<file path="src/rtl/spram_access_ctrl.sv">
// Requester-side controller for a single-port RAM: post-reset clear sweep, then a
// valid/ready request stream with fixed-latency read responses and parity-fault tracking.
module spram_access_ctrl #(
    parameter int unsigned           ADDR_WIDTH    = 4,
    parameter int unsigned           DATA_WIDTH    = 32,
    parameter int unsigned           READ_LATENCY  = 1,
    parameter bit                    INIT_ON_RESET = 1'b1,
    parameter logic [DATA_WIDTH-1:0] INIT_VALUE    = '0
) (
    input  logic                  clka,
    input  logic                  rsta,
    input  logic                  req_valid,
    output logic                  req_ready,
    input  logic                  req_we,
    input  logic [ADDR_WIDTH-1:0] req_addr,
    input  logic [DATA_WIDTH-1:0] req_wdata,
    output logic                  rsp_valid,
    output logic [DATA_WIDTH-1:0] rsp_rdata,
    output logic                  rsp_err,
    output logic                  init_done,
    output logic [7:0]            err_cnt,
    output logic [ADDR_WIDTH-1:0] err_addr,
    output logic                  ram_ena,
    output logic                  ram_wea,
    output logic [ADDR_WIDTH-1:0] ram_addra,
    output logic [DATA_WIDTH-1:0] ram_dina,
    input  logic [DATA_WIDTH-1:0] ram_douta,
    input  logic                  ram_parity_err
);

    typedef enum logic {StInit, StRun} state_e;

    state_e                                   state_q, state_d;
    logic [ADDR_WIDTH-1:0]                    cnt_q, cnt_d;
    logic [READ_LATENCY-1:0]                  vld_q;
    logic [READ_LATENCY-1:0][ADDR_WIDTH-1:0]  addr_q;
    logic [7:0]                               err_cnt_q, err_cnt_d;
    logic [ADDR_WIDTH-1:0]                    err_addr_q, err_addr_d;
    logic                                     accept;
    logic                                     tail_vld;
    logic                                     tail_err;

    // Next-state and RAM drive; every output is held at zero while reset is asserted.
    always_comb begin
        state_d   = state_q;
        cnt_d     = cnt_q;
        req_ready = 1'b0;
        ram_ena   = 1'b0;
        ram_wea   = 1'b0;
        ram_addra = '0;
        ram_dina  = '0;
        if (!rsta) begin
            unique case (state_q)
                StInit: begin
                    ram_ena   = 1'b1;
                    ram_wea   = 1'b1;
                    ram_addra = cnt_q;
                    ram_dina  = INIT_VALUE;
                    // Counter stops at the last address; the FSM leaves INIT instead of wrapping.
                    if (cnt_q == {ADDR_WIDTH{1'b1}}) begin
                        state_d = StRun;
                    end else begin
                        cnt_d = cnt_q + ADDR_WIDTH'(1);
                    end
                end
                StRun: begin
                    req_ready = 1'b1;
                    ram_ena   = req_valid;
                    ram_wea   = req_we;
                    ram_addra = req_addr;
                    ram_dina  = req_wdata;
                end
                default: state_d = StInit;
            endcase
        end
    end

    assign accept = req_valid & req_ready;

    // FSM state and sweep counter.
    always_ff @(posedge clka) begin
        if (rsta) begin
            state_q <= INIT_ON_RESET ? StInit : StRun;
            cnt_q   <= '0;
        end else begin
            state_q <= state_d;
            cnt_q   <= cnt_d;
        end
    end

    // Read-tag pipeline: tail lines up with the RAM's returned data.
    always_ff @(posedge clka) begin
        if (rsta) begin
            vld_q  <= '0;
            addr_q <= '0;
        end else begin
            vld_q[0]  <= accept & ~req_we;
            addr_q[0] <= req_addr;
            for (int unsigned i = 1; i < READ_LATENCY; i++) begin
                vld_q[i]  <= vld_q[i-1];
                addr_q[i] <= addr_q[i-1];
            end
        end
    end

    assign tail_vld = vld_q[READ_LATENCY-1] & ~rsta;
    assign tail_err = tail_vld & ram_parity_err;

    // Parity-fault counter (saturating) and first-fault address capture.
    always_comb begin
        err_cnt_d  = err_cnt_q;
        err_addr_d = err_addr_q;
        if (tail_err) begin
            if (err_cnt_q == 8'd0) begin
                err_addr_d = addr_q[READ_LATENCY-1];
            end
            if (err_cnt_q != 8'hFF) begin
                err_cnt_d = err_cnt_q + 8'd1;
            end
        end
    end

    // Fault-tracking registers.
    always_ff @(posedge clka) begin
        if (rsta) begin
            err_cnt_q  <= '0;
            err_addr_q <= '0;
        end else begin
            err_cnt_q  <= err_cnt_d;
            err_addr_q <= err_addr_d;
        end
    end

    assign rsp_valid = tail_vld;
    assign rsp_rdata = tail_vld ? ram_douta : '0;
    assign rsp_err   = tail_err;
    assign init_done = ~rsta & (state_q == StRun);
    assign err_cnt   = err_cnt_q;
    assign err_addr  = err_addr_q;

endmodule

</file>
<file path="config.mk">
export PLATFORM = sky130hd
export DESIGN_NAME = spram_access_ctrl
export DESIGN_NICKNAME = d
export VERILOG_FILES = /design/src/rtl/spram_access_ctrl.sv
export SDC_FILE = /design/constraint.sdc
export NUM_CORES = 1
export LEC_CHECK = 0
export CELL_PAD_IN_SITES_DETAIL_PLACEMENT = 1
export CELL_PAD_IN_SITES_GLOBAL_PLACEMENT = 1
export CORE_UTILIZATION = 16
export CTS_CLUSTER_SIZE = 24
export DETAILED_ROUTE_END_ITERATION = 7
export PLACE_DENSITY_LB_ADDON = 0.1
export REMOVE_ABC_BUFFERS = 1
export SYNTH_ARGS = -nofsm -noshare
export SYNTH_HDL_FRONTEND = slang
export SYNTH_SLANG_ARGS = --single-unit
</file>
<file path="constraint.sdc">
create_clock -name clka -period 1.3 [get_ports clka]
set_input_delay 0.13 -clock clka [delete_from_list [all_inputs] [get_ports clka]]
set_output_delay 0.13 -clock clka [all_outputs]
set_load 0.005 [all_outputs]
</file>
---- Word level (Yosys, flattened, before mapping) ----
Cells that the tools add are included.
word-level totals
  flip-flop bits (word level) ............. 22
  bits of input ports ..................... 73
  output and inout bits ................... 86
  logic and storage cells ................. 36
cells by class
  add/subtract/negate cells ............... 2
  equal/unequal tests ..................... 2
  multiplexer cells ....................... 13
  bitwise logic cells ..................... 9
  reductions and logical operators ........ 4
operators with widths
  operator                                     number
  two-way mux 32 bit                           2
  one-hot mux 32 bit (2 select lines)          1
  adder 8 x 1 -> 8 bit, second input constant  1
  zero test 8 bit                              1
  != test 8 bit, second input constant         1
  one-hot mux 4 bit (2 select lines)           1
  two-way mux 1 bit                            6
  AND reduction 2 bit                          3
  bitwise AND 1 bit                            5
  adder 4 x 1 -> 4 bit, second input constant  1
  equality test 4 bit, second input constant   1
  two-way mux 4 bit                            1
  NOT 1 bit                                    4
  one-hot mux 1 bit (2 select lines)           2

---- Longest topological paths before layout ----
Gate-level depths: netlist (run 1).
  word-level depth ........................ 4
  depth in mapped cells ................... 6

---- Worst setup path after synthesis (run 1) ----
Ideal clock, no wire load.
  path type ............................... reg-to-reg
  from .................................... register err_cnt_q[2] (netlist: err_cnt[2])
  to ...................................... register err_cnt_q[5] (netlist: err_cnt[5])
  library setup time ...................... 70 ps
  data arrival time ....................... 1383 ps
  required time ........................... 1230 ps
  path slack .............................. -152 ps
  stages on the path, launching flop included .. 5
  path through ............................ dfxtp_1 nand4_1 or2_1 or4_1 a21oi_1
between the ends
  word-level cells in the longest chain between the ends .. 2
  elaborated cells between the ends (all ways) .. 3
RTL lines
  item                                                          RTL line  source
  start: declaration                                            37        logic [7:0] err_cnt_q, err_cnt_d;
  start signal: assignment                                      129       err_cnt_q <= err_cnt_d;
  branches (longest 2 deep; another with adder 8 x 1 -> 8 bit)  -
Several ways; the timed one is not identified.
A chain may end at the register's enable or synchronous reset.

---- Worst setup path in the final report (run 1) ----
  from .................................... register err_cnt_q[0] (netlist: err_cnt[0])
  to ...................................... register err_cnt_q[5] (netlist: err_cnt[5])
Same word-level chain as after synthesis.

==> metrics.md, run 1 <==
| Metric | Value |
|---|---|
| Status | finished, violations left |
| Violated checks | setup timing |
| Slew @ Worst Pin | 270 ps |
| Vias in the first global route | approximately 2200 |
| Row count | 34 |
| Ys async rst share | 0% |
| Largest net degree at the start of global routing | 21 |
| Peak VDD IR | around 0.45 mV |
| Initial antenna violation count | 0 |
| Post-Syn Area | roughly 0.0014 sq mm |
| CTS Root Cell | clkbuf_8 |
| GPL Wtd Cong | 0.789 |
| Post-synthesis sequential area ratio | 30.4% |
| Die Y | 97.1 microns |
| Max cap viols | 0 |
| Worst Setup Slack, final | -253 ps |
| Worst EP arrival | approximately 1700 ps |
| HPWL after detailed placement | approximately 5700 microns |
| Max Slew Vio Count | 0 |
| Simple-gate portion of the synthesized area | between 40% and 50% |
| RSZ-0062 raised after global routing | true |
| N_diodes | 0 |
| # port buffers | 158 |
| Worst-skew pair later-pin latency | 260 ps |
| Max Freq | around 0.64 GHz |
| Layout cells sized above 1 | a little under three fifths |
| Register bit total from synthesis | 22 |
| DRC viols | 0 |
| Mux cell area share after synthesis | about 7.6% |
| Initial Util | 16.6% |
| Top_reg_cell synth | dfxtp_1 |
| Gr ovfl total | 0 |
| All-Layer GR Usage | 16.0% |
| Clock sink count | 22 |
| CTS Buf Count | 3 |
| Wirelength per Cell | 16.3 microns |
| Iteration-0 DRC Markers | 39 |
| Drt total wl | around 8300 microns |
| Post-route cell area | between 0.004 and 0.005 sq mm |
| Most frequent cells in the layout | clkdlybuf4s50_1 (73), buf_6 (62), and2_4 (41) |
| Final hold violation count | 0 |
| Core Region | 0.00872 sq mm |
| Ports | about 160 |
| Post-Synth Adder-Cell Area | 2.59% |
| Critical Path Sink | err_cnt[5] |
| Most common cell after layout, fill and taps aside | clkdlybuf4s50_1 |
| R2R depth | 5 |
| Mapped Cells | about 180 |
| Internal reg-to-reg setup slack | -250 ps |
| Final setup vio count | 77 |
| Global-route wire length before repair | approximately 12000 microns |
| Synth Area in XOR/XNOR | roughly 1.8% |
| Post-synthesis compound-gate area fraction | 5.96% |
| Final #Nets | between 400 and 500 |
| FF-to-FF Start | err_cnt[0] |
| Worst setup EP type | flip-flop |
| Die X | slightly below 100 microns |
| Final setup TNS | -6950 ps |
| Total number of vias | 2104 |
| Crit share post-route | 119% |
| Lkg Pwr | 0.00195 uW |
| Vias per cell | a little over 4 |
| Crit path kind | flip-flop to flip-flop |
| Pwr dens | 358 mW/mm^2 |
| CTS max path bufs | 2 |
| Worst slew margin | around four fifths |
| Syn avg cell area | 7.87 sq um |
| Post-layout min period | around 1600 ps |
| Post-layout util | about 47% |
| CTS H-Tree Depth | 1 |
| Hold Path Class | primary input to flip-flop |
| Post-place instance area | 0.00336 sq mm |
| Critical path origin | err_cnt[0] |
| Crit path max fanout | 3 |
| Worst Path Required | approximately 1500 ps |
| Startpoint Class | flip-flop |
| Pre-antenna DRT Iters | 4 |
| Number of enable flip-flop cells after synthesis | 0 |
| Worst r2r dst | err_cnt[5] |
| Layout area overhead | 185% |
| Synth warn | 0 |
| Synth unique cells | 32 |
| CTS tree | done |
| Clock Pin Slew Worst Setup and Hold Paths | about 80 ps |
| Worst Skew | 4.75 ps |
| Antenna viol nets, final | 0 |
| Combinational family with the most area after synthesis | simple AND/OR/NAND/NOR gates |
| Die area | roughly 0.0094 sq mm |
[Yosys cell counts, drive strengths merged, types with 2 or more instances]
library cell | number | area share (%)
nand4 | 3 | 1.3
ha | 3 | 2.6
buf | 3 | 1.6
xnor2 | 3 | 1.8
dfxtp | 22 | 30
and2 | 64 | 28
nor2b | 5 | 2.2
clkbuf | 8 | 2.8
nor2 | 19 | 4.9
mux2i | 11 | 7.6
and4 | 2 | 1.2
a21oi | 6 | 2.1
nand3 | 3 | 1.0
nand2 | 3 | 0.78
a211oi | 4 | 2.1
inv | 7 | 1.8
nor4 | 2 | 0.86
nor3 | 5 | 1.7
[worst min-delay path by stage]
stage,from,slack [ps],to,cells after the start
after global placement,addr_q[2],450,err_addr[2],2
after floorplan,rsta,200,err_cnt[3],1
final,rsta,370,err_cnt[3],3
after global routing,rsta,400,err_cnt[3],3
after detailed placement,addr_q[2],450,err_addr[2],2
after CTS,rsta,350,err_cnt[3],3
[flip-flops by register name, summed over array words and instances (netlist names)]
register,flops
cnt_q,4
addr_q,4
err_cnt,8
state_q,1
err_addr,4
vld_q,1
[per-layer routing]
metal	vias up	track usage (%)	routed length [microns]
met2	66	30.4	4480
met5	-	0	0
met1	994	18.7	3310
met3	4	4.17	448
met4	0	0.918	14
li1	1040	-	-
[area by class of cell]
| cell class | count | area (sq um) |
|---|---|---|
| fill | 995 | 4600 |
| tap | 108 | 135 |
| multi-input combinational | 144 | 1210 |
| clock buffer | 4 | 55.1 |
| sequential | 22 | 467 |
| timing repair buffer | 223 | 2230 |
| inverter | 7 | 28.8 |
[timing repair]
| item | CTS | global route |
|---|---|---|
| setup buffers | 19 | 9 |
| resized for setup | 384 | 90 |
| hold buffers | 0 | 0 |
| pin swaps | 29 | 40 |
| gates cloned | 5 | 3 |
| endpoints found under the hold margin | 0 | 0 |
| setup endpoints to repair | 95 | 89 |
[critical path, cell delays in order, from the launching register on]
cell and delay [ps]:
dfxtp_2 350, buf_6 100, nand4_1 100, or2_4 270, or4_1 520, a21oi_1 140
[report_power, final]
part | leakage [uW] | internal [uW] | switching, uW | total [uW]
registers | 0.000186 | 678 | 12.2 | 690
clock network | 0.0000288 | 269 | 217 | 487
logic | 0.00174 | 227 | 72.6 | 299
[cell families (layout without fill, tap and decap cells)]
group                      count (synthesis)  count (layout)
and+or+nand+nor                          113             113
adders and majority gates                  3               3
buffers and inverters                     18             234
xor gates and xnor gates                   3               3
DFF                                       22              22
muxes                                     11              11
AOI/OAI and AO/OA                         14              14
[per-stage QoR]
step	std cells	hold slack, ps	worst slack [ps]	power [uW]
after detailed placement	469	453	-609	1010
after CTS	497	353	-215	1500
after global routing	508	396	-292	1550
after global placement	469	445	-606	1000
after floorplan	173	199	-459	744
final	508	373	-253	1480
Note: power is estimated with default switching activity, not from simulation.
==> run 2: changes to the inputs <==
CTS_CLUSTER_DIAMETER = 60   (was not set)
GPL_ROUTABILITY_DRIVEN = 0   (was not set)
==> results of run 2 <==
No change in the layout: final DEF, timing and power equal those of run 1.
